**src/rtl/cipher_load_sequencer_pkg.sv**
```systemverilog
// Shared types and widths for the cipher load sequencer and its round counter.
package cipher_seq_pkg;

  localparam int DATA_W = 32;
  localparam int KEY_W  = 64;
  // Wide enough for any practical capture timeout.
  localparam int TMO_W  = 8;

  typedef enum logic [2:0] {
    IDLE,
    START,
    CAPT,
    LOAD,
    RUN,
    OUT
  } seq_state_e;

endpackage

```
**src/rtl/cipher_load_sequencer_round_counter.sv**
```systemverilog
// Round index counter: cleared before a run, advanced on each round enable, flags the final round.
module seq_round_counter #(
  parameter int ROUNDS  = 32,
  parameter int ROUND_W = 6
) (
  input  logic               clk,
  input  logic               reset,
  input  logic               clear,
  input  logic               enable,
  output logic [ROUND_W-1:0] count,
  output logic               last
);

  localparam logic [ROUND_W-1:0] LAST_IDX = ROUND_W'(ROUNDS - 1);

  logic [ROUND_W-1:0] count_q;
  logic [ROUND_W-1:0] count_d;

  always_comb begin
    count_d = count_q;
    if (clear) begin
      count_d = '0;
    end else if (enable) begin
      count_d = count_q + ROUND_W'(1);
    end
  end

  always_ff @(posedge clk) begin
    if (reset) begin
      count_q <= '0;
    end else begin
      count_q <= count_d;
    end
  end

  assign count = count_q;
  assign last  = (count_q == LAST_IDX);

endmodule

```
**src/rtl/cipher_load_sequencer.sv**
```systemverilog
// Sequencer: capture start/done, load the round core, issue ROUNDS enables, return result via valid/ready.
// Optional capture timeout with sticky err is enabled by defining SEQ_TIMEOUT_EN.
module cipher_load_sequencer
  import cipher_seq_pkg::*;
#(
  parameter int ROUNDS  = 32,
  parameter int ROUND_W = 6,
  parameter int TIMEOUT = 16
) (
  input  logic               clk,
  input  logic               reset,
  input  logic               req,
  output logic               busy,
  output logic               it_start,
  input  logic               it_done,
  input  logic [DATA_W-1:0]  it_data,
  input  logic [KEY_W-1:0]   it_key,
  output logic               core_load,
  output logic [DATA_W-1:0]  core_data,
  output logic [KEY_W-1:0]   core_key,
  output logic               core_round_en,
  output logic [ROUND_W-1:0] core_round_idx,
  input  logic [DATA_W-1:0]  core_out,
  output logic [DATA_W-1:0]  res_data,
  output logic               res_valid,
  input  logic               res_ready,
  output logic               err
);

  seq_state_e state_q, state_d;

  logic              busy_q, busy_d;
  logic              it_start_q, it_start_d;
  logic              core_load_q, core_load_d;
  logic              round_en_q, round_en_d;
  logic              res_valid_q, res_valid_d;
  logic [DATA_W-1:0] core_data_q, core_data_d;
  logic [KEY_W-1:0]  core_key_q, core_key_d;
  logic [DATA_W-1:0] res_data_q, res_data_d;
  logic              err_q, err_d;

  logic cnt_clear;
  logic cnt_en;
  logic cnt_last;

`ifdef SEQ_TIMEOUT_EN
  logic [TMO_W-1:0] tmo_q, tmo_d;
`endif

  seq_round_counter #(
    .ROUNDS  (ROUNDS),
    .ROUND_W (ROUND_W)
  ) u_round_counter (
    .clk    (clk),
    .reset  (reset),
    .clear  (cnt_clear),
    .enable (cnt_en),
    .count  (core_round_idx),
    .last   (cnt_last)
  );

  // The index is cleared in LOAD so it reads 0 on the first enabled cycle and
  // parks on ROUNDS-1 during the drain cycle.
  assign cnt_clear = (state_q == LOAD);
  assign cnt_en    = round_en_q && !cnt_last;

  always_comb begin
    state_d     = state_q;
    err_d       = err_q;
    core_data_d = core_data_q;
    core_key_d  = core_key_q;
    res_data_d  = res_data_q;
`ifdef SEQ_TIMEOUT_EN
    tmo_d       = '0;
`endif

    case (state_q)
      IDLE:  if (req) state_d = START;
      START: state_d = CAPT;
      CAPT: begin
        if (it_done) begin
          state_d     = LOAD;
          core_data_d = it_data;
          core_key_d  = it_key;
        end
`ifdef SEQ_TIMEOUT_EN
        else if (tmo_q == TMO_W'(TIMEOUT - 1)) begin
          state_d = IDLE;
          err_d   = 1'b1;
        end else begin
          tmo_d = tmo_q + TMO_W'(1);
        end
`endif
      end
      LOAD:  state_d = RUN;
      RUN: begin
        // Enables have finished: this is the drain cycle where core_out is final.
        if (!round_en_q) begin
          state_d    = OUT;
          res_data_d = core_out;
        end
      end
      OUT:   if (res_ready) state_d = IDLE;
      default: state_d = IDLE;
    endcase

    busy_d      = (state_d != IDLE);
    it_start_d  = (state_d == START);
    core_load_d = (state_d == LOAD);
    res_valid_d = (state_d == OUT);
    round_en_d  = (state_q == LOAD) || ((state_q == RUN) && round_en_q && !cnt_last);
  end

  always_ff @(posedge clk) begin
    if (reset) begin
      state_q     <= IDLE;
      busy_q      <= 1'b0;
      it_start_q  <= 1'b0;
      core_load_q <= 1'b0;
      round_en_q  <= 1'b0;
      res_valid_q <= 1'b0;
      core_data_q <= '0;
      core_key_q  <= '0;
      res_data_q  <= '0;
      err_q       <= 1'b0;
`ifdef SEQ_TIMEOUT_EN
      tmo_q       <= '0;
`endif
    end else begin
      state_q     <= state_d;
      busy_q      <= busy_d;
      it_start_q  <= it_start_d;
      core_load_q <= core_load_d;
      round_en_q  <= round_en_d;
      res_valid_q <= res_valid_d;
      core_data_q <= core_data_d;
      core_key_q  <= core_key_d;
      res_data_q  <= res_data_d;
      err_q       <= err_d;
`ifdef SEQ_TIMEOUT_EN
      tmo_q       <= tmo_d;
`endif
    end
  end

  assign busy          = busy_q;
  assign it_start      = it_start_q;
  assign core_load     = core_load_q;
  assign core_round_en = round_en_q;
  assign res_valid     = res_valid_q;
  assign core_data     = core_data_q;
  assign core_key      = core_key_q;
  assign res_data      = res_data_q;
`ifdef SEQ_TIMEOUT_EN
  assign err           = err_q;
`else
  assign err           = 1'b0;
`endif

endmodule

```
**config.mk**
```make
export PLATFORM = sky130hd
export DESIGN_NAME = cipher_load_sequencer
export DESIGN_NICKNAME = d
export VERILOG_FILES = /design/src/rtl/cipher_load_sequencer_pkg.sv /design/src/rtl/cipher_load_sequencer_round_counter.sv /design/src/rtl/cipher_load_sequencer.sv
export SDC_FILE = /design/constraint.sdc
export NUM_CORES = 1
export LEC_CHECK = 0
export BUFFER_PORTS_ARGS = -buffer_cell sky130_fd_sc_hd__buf_2
export CORE_MARGIN = 4
export CORE_UTILIZATION = 40
export CTS_CLUSTER_SIZE = 25
export DETAILED_ROUTE_END_ITERATION = 16
export GPL_ROUTABILITY_DRIVEN = 1
export MAX_ROUTING_LAYER = met4
export PLACE_DENSITY = 0.73
export SLEW_MARGIN = 20
export SYNTH_ARGS = -nofsm -noshare
export SYNTH_HDL_FRONTEND = slang
export SYNTH_SLANG_ARGS = --single-unit
```
**constraint.sdc**
```tcl
create_clock -name clk -period 1.6 [get_ports clk]
set_input_delay 0.08 -clock clk [delete_from_list [all_inputs] [get_ports clk]]
set_output_delay 0.08 -clock clk [all_outputs]
set_load 0.01 [all_outputs]
```
==> results of run 1 <==
==> power breakdown <==
group | internal (mW) | total [mW] | switching [mW]
Combinational | 0.602 | 1.17 | 0.570
Sequential | 3.68 | 3.76 | 0.0797
Clock | 2.56 | 4.05 | 1.49
==> synthesized netlist by cell type <==
cell type,number
nand2_1,261
dfxtp_1,142
a21oi_1,133
clkbuf_1,20
buf_2,16
buf_6,6
buf_4,5
nand3b_1,5
mux2i_1,3
nor2_1,3
nor3_1,3
a31oi_1,2
and3_1,2
nand2b_1,2
nand3_1,2
nor2b_1,2
nor4bb_1,2
a211oi_1,1
a21o_1,1
a32oi_1,1
and4_1,1
conb_1,1
ha_1,1
inv_1,1
mux2_2,1
nand4_1,1
nand4bb_1,1
nor3b_1,1
nor4b_2,1
o21a_1,1
o21bai_1,1
o2bb2ai_1,1
or3b_1,1
or4b_1,1
xnor2_1,1
==> per-layer routing <==
metal	routed length (um)	vias up	GRT usage, %
li1	-	2820	-
met5	0	-	-
met4	604	0	11.5
met3	1950	53	8.65
met2	9550	359	44.7
met1	7190	2700	28.9
==> metrics by stage <==
stage | area (um^2) | hold WS, ns
after floorplan | 5080 | 0.156
final | 8570 | 0.0548
after CTS | 8560 | 0.0442
after detailed placement | 6660 | 0.325
after global placement | 6660 | 0.321
after global routing | 8570 | 0.0973
==> state kept, by name, summed over array words and instances, names as in the netlist <==
signal / count
core_load: 1
state_q: 3
res_valid: 1
res_data: 32
core_key: 64
core_round_en: 1
u_round_counter.count: 6
busy: 1
core_data: 32
it_start: 1
==> cells in the final DEF, fill, tap and decap left out, types with 2 or more instances in the layout <==
cell	Yosys	final
and3_1	2	2
a21oi_1	133	133
dlygate4sd3_1	0	129
a31oi_1	2	2
nor2b_1	2	2
buf_12	0	10
nor3_1	3	3
nand2_1	261	261
clkbuf_8	0	3
dfxtp_2	0	2
nand3b_1	5	5
clkinv_2	0	5
mux2i_1	3	3
clkinvlp_4	0	2
buf_2	16	270
bufinv_16	0	3
clkbuf_16	0	17
nand2b_1	2	2
buf_4	5	6
nand3_1	2	2
nor2_1	3	3
dfxtp_1	142	140
==> cell families after synthesis <==
| logic type | Yosys count | share of synthesized area (%) |
|---|---|---|
| multiplexers | 4 | 0.813 |
| AND/OR/NAND/NOR | 289 | 23.2 |
| buffers and inverters | 48 | 5.20 |
| XOR/XNOR | 1 | 0.173 |
| flip-flops | 142 | 56.0 |
| adder cells (fa/ha/maj) | 1 | 0.246 |
| AO/OA/AOI/OAI | 141 | 14.3 |
| other | 1 | 0.0739 |
==> path summary, 6_finish.rpt <==
kind	cells after the start	endpoint	startpoint	slack, ns
max	6	core_key[58]$_SDFFE_PP0P_	state_q[1]$_SDFF_PP0_	0.09
min	4	state_q[2]$_SDFF_PP0_	res_ready	0.05
min reg2reg	2	core_key[20]$_SDFFE_PP0P_	core_key[20]$_SDFFE_PP0P_	0.45
max reg2reg	6	core_key[58]$_SDFFE_PP0P_	state_q[1]$_SDFF_PP0_	0.09
==> layout make-up <==
cell class / instances / area [um^2] / area share, %
Timing Repair Buffer: 415 / 2890 / 33.7
Sequential cell: 142 / 2850 / 33.2
Multi-Input combinational cell: 437 / 2010 / 23.5
Clock buffer: 21 / 470 / 5.49
Tap cell: 168 / 210 / 2.45
Inverter: 1 / 3.75 / 0.0438
Clock inverter: 11 / 139 / 1.62
==> timing repair <==
item / in CTS / in global routing
hold endpoints to repair: 135 / 0
hold buffers: 129 / 0
gates resized for setup: 0 / 2
endpoints found under the setup margin: 0 / 29
==> worst max-delay path: cells and delay by family, from the launching register on <==
family                 cells  cell delay, ns
AOI/OAI and AO/OA          1            0.19
buffers and inverters      3            0.55
DFF                        1            0.39
and+or+nand+nor            2            0.28
==> impl_metrics.csv, run 1 <==
group,metric,value,unit
drt,ant_nets,0,
placement,dp_cells,1034,
yosys,synth_area_leader_cell,"dfxtp_1",
cts,h-tree-depth,4,
yosys,synth-seq-cells,142,
global_routing,antenna_found_initial,0,
die,ios,273,
final_layout,post-route-util,70.2,%
sta,hold_viol,0,
die,core,0.0122,mm^2
yosys,ys_types,35,
final_layout,fill_cells,849,
die,fp.dieW,121,um
setup_path,crit_path_top_delay_cell,"dfxtp_2",
worst_hold_path,holdCritPathClass,"primary input to flip-flop",
placement,hpwl,10400,um
setup_path,worstPathRequired,1.93,ns
setup_path,crit_chain,"buf_4, nor4bb_4, buf_4, buf_12, nand2_1, a21oi_1",
setup_path,critPathKind,"flip-flop to flip-flop",
global_routing,grt_max_degree,67,
cts,post_cts_buffers,0,
sta,fin_crit_sh,94.4,%
cts,clkSinkCount,142,
placement,preCtsSetupSlack,0.107,ns
setup_path,worst_setup_path_end_kind,"flip-flop",
yosys,syn_nets,761,
sta,setup_viol,0,
setup_path,startpoint_type,"flip-flop",
pwr,peakVddDrop,1.02,mV
yosys,yosysWarningCount,0,
die,row_count,40,
pwr,leakage,3.80,nW
die,die_y,121,um
cts,cts_made_buffers,17,
drt,drc_errors,0,
setup_path,crit_fanout,35,
sta,drv_slew,0,
global_routing,grt_pass1_wl,29900,um
sta,fin_ws,0.0897,ns
cts,cts_tree,"built",
yosys,yosys-top-cells-area,"dfxtp_1 56%, nand2_1 19%, a21oi_1 13%, buf_2 1.6%, clkbuf_1 1.5%",
setup_path,worst_ep_arrival_time,1.84,ns
drt,drt_iter0_drc,540,
drt,wire_per_inst,16.1,um
pwr,p_per_area,1050,mW/mm^2
yosys,synth_area_per_cell,8.10,um^2
sta,skew,0.00788,ns
cts,clockRootBuffer,"clkbuf_16",
final_layout,drive_gt1_share,31.5,%
die,start_util,41.6,%
status,status,"completed",
final_layout,fin_nets,1148,
sta,min_period,1.51,ns
job,maxCapViolCount,0,
cts,cts.path.max_buffers,2,
yosys,syn_inst,627,
final_layout,fin_cells,1195,
setup_path,slowest_delay,0.39,ns
yosys,synth.top_cell.area_share,56.0,%
yosys,syn-cell-area,0.00508,mm^2
pwr,p_total,8.98,mW
drt,totalWireLength,19300,um
cts,worstSkewPairLatency,0.42,ns
placement,portBuffers,271,
drt,viasPerCell,4.96,
global_routing,grt_pass1_vias,5890,
placement,place.gp.congestion,0.748,
drt,vias,5932,
sta,rsz0062_at_grt,"false",
final_layout,n_antenna_cell,0,
global_routing,grt-ovfl-total,0,
sta,tns,0,ns
sta,fmax,662,MHz
drt,dr.pass1.iters,5,
die,die_area,0.0146,mm^2
global_routing,track_usage,26.6,%
cts,clk_pin_slew,0.06,ns
yosys,seq_area_frac_synth,56.0,%
final_layout,area_growth,68.7,%
setup_path,cpMostUsedCell,"buf_4",
Power figures use the tool's default switching activity.
==> inputs of run 2 (changes only) <==
GPL_TIMING_DRIVEN = 0   (was unset)
==> run 2 against run 1 <==
Wire length up 2.6%; critical endpoint is now res_data[21]$_SDFFE_PP0P_; critical path depth unchanged; largest power group is now sequential cells; clock-buffer cell count unchanged; highest routed layer unchanged; non-clock buffer count up 35; combinational power about the same; clock skew down 0.0018 ns; die area unchanged; setup slack worse by 0.063 ns; final cell count up 2.9%.
==> impl_metrics.csv, run 2 (same netlist as run 1, synthesis figures left out) <==
group,metric,value,unit
sta,hold_viol,0,
cts,cts.path.max_buffers,2,
die,ios,273,
worst_hold_path,holdCritPathClass,"primary input to flip-flop",
pwr,leakage,3.84,nW
global_routing,grt_pass1_wl,31100,um
drt,ant_nets,0,
cts,clk_pin_slew,0.06,ns
die,row_count,40,
final_layout,final_common_cell,"buf_2",
setup_path,critPathTopFamily,"simple AND/OR/NAND/NOR gates",
final_layout,largest_reg_flops,64,
die,die_area,0.0146,mm^2
pwr,p_per_area,1010,mW/mm^2
global_routing,grt-ovfl-total,0,
drt,dr.pass1.iters,5,
sta,fmax,636,MHz
final_layout,post-route-util,70.5,%
global_routing,antenna_found_initial,0,
setup_path,cpMostUsedCell,"buf_6",
sta,drv_slew,0,
global_routing,track_usage,27.7,%
cts,h-tree-depth,4,
placement,portBuffers,271,
drt,vias,6016,
setup_path,crit_chain,"buf_6, or4b_1, buf_6, buf_6, nand2_1, a21oi_1",
placement,hpwl,11700,um
die,fp.dieW,121,um
sta,min_period,1.57,ns
global_routing,grt_pass1_vias,6182,
global_routing,grt_max_degree,17,
cts,clockRootBuffer,"clkbuf_16",
setup_path,crit_path_top_delay_cell,"or4b_1",
setup_path,worst_ep_arrival_time,1.85,ns
cts,cts_tree,"built",
sta,skew,0.00608,ns
sta,setup_viol,0,
setup_path,cp_num_buf_inv,3,
status,status,"completed",
sta,relSlewSlack,57.1,%
setup_path,critPathKind,"flip-flop to flip-flop",
job,maxCapViolCount,0,
placement,preCtsSetupSlack,-0.0136,ns
final_layout,multi_input_area,0.00199,mm^2
setup_path,worst_setup_path_end_kind,"flip-flop",
final_layout,regArea,0.00284,mm^2
cts,clkSinkCount,142,
drt,drt_iter0_drc,377,
setup_path,crit_fanout,10,
cts,cts_made_buffers,17,
setup_path,worstPathRequired,1.88,ns
die,start_util,41.6,%
drt,wire_per_inst,16.1,um
die,core,0.0122,mm^2
drt,totalWireLength,19800,um
sta,tightestPinTransition,0.644,ns
sta,rsz0062_at_grt,"true",
placement,place.gp.congestion,0.804,
final_layout,mostFrequentLayoutCells,"276 x buf_2, 261 x nand2_1, 141 x dfxtp_1, 132 x a21oi_1, 130 x dlygate4sd3_1",
final_layout,area_growth,69.6,%
setup_path,startpoint_type,"flip-flop",
sta,fin_crit_sh,98.3,%
drt,viasPerCell,4.89,
pwr,peakVddDrop,1.08,mV
sta,fin_ws,0.0268,ns
final_layout,fill_cells,883,
drt,drc_errors,0,
final_layout,drive_gt1_share,32.0,%
setup_path,slowest_delay,0.53,ns
final_layout,fin_nets,1183,
die,die_y,121,um
cts,worstSkewPairLatency,0.42,ns
run 2: cell count changes in the layout (fill, tap and decap cells not counted), sizes merged:
cell	previous run	this run
dlygate4sd3	129	130
diode	0	1
clkinvlp	2	3
clkbuf	21	48
buf	286	293
bufinv	3	1
run 2: repair_timing:
action | 4_1_cts | 5_1_grt
endpoints found under the hold margin | 130 | 0
setup buffers | 0 | 2
resized for setup | 3 | 27
hold buffers | 130 | 0
setup endpoints to repair | 41 | 120
run 2: layer usage:
metal,global-route usage [%],part of all wire [%],up-vias
met2,47.4,50,295
met5,-,0,-
met3,8.89,8.7,52
li1,-,-,2889
met4,12.1,3.1,0
met1,29.3,38,2780
run 2: cell type report:
class | count | share of cell area [%]
antenna | 1 | 0.0291
buffer | 47 | 3.66
clock buffer | 21 | 5.46
clock inverter | 10 | 1.05
inverter | 1 | 0.0436
multi-input combinational | 437 | 23.1
sequential | 142 | 33.0
tap | 168 | 2.44
timing repair buffer | 403 | 31.2
run 2: report_power, final:
group	switching (mW)	total [mW]	leakage [nW]	internal, mW
clock network	1.49	3.73	0.271	2.24
logic	0.592	1.20	2.42	0.607
registers	0.0733	3.75	1.15	3.68
run 2: path summary, 6_finish.rpt:
| kind | from | to | slack [ns] | depth (start not counted) |
|---|---|---|---|---|
| max | state_q[0]$_SDFF_PP0_ | res_data[21]$_SDFFE_PP0P_ | 0.03 | 6 |
| min | res_ready | state_q[2]$_SDFF_PP0_ | 0.07 | 4 |
| max reg2reg | state_q[0]$_SDFF_PP0_ | res_data[21]$_SDFFE_PP0P_ | 0.03 | 6 |
| min reg2reg | core_data[17]$_SDFFE_PP0P_ | core_data[17]$_SDFFE_PP0P_ | 0.45 | 2 |
run 2: worst register-to-register path: stages, from the launching register on:
cell	delay [ns]
dfxtp_1	0.31
buf_6	0.14
or4b_1	0.53
buf_6	0.16
buf_6	0.14
nand2_1	0.09
a21oi_1	0.08
run 2: through the flow:
stage	instances	total power, mW	TNS (ns)	area, um^2	hold slack, ns
2_1_floorplan	627	4.27	0	5080	0.156
3_3_place_gp	1066	4.68	0	6640	0.320
3_5_place_dp	1066	4.69	-0.0612	6640	0.325
4_1_cts	1227	8.65	0	8510	0.0493
5_1_grt	1229	9.01	-0.0331	8610	0.0504
6_report	1230	8.68	0	8610	0.0660
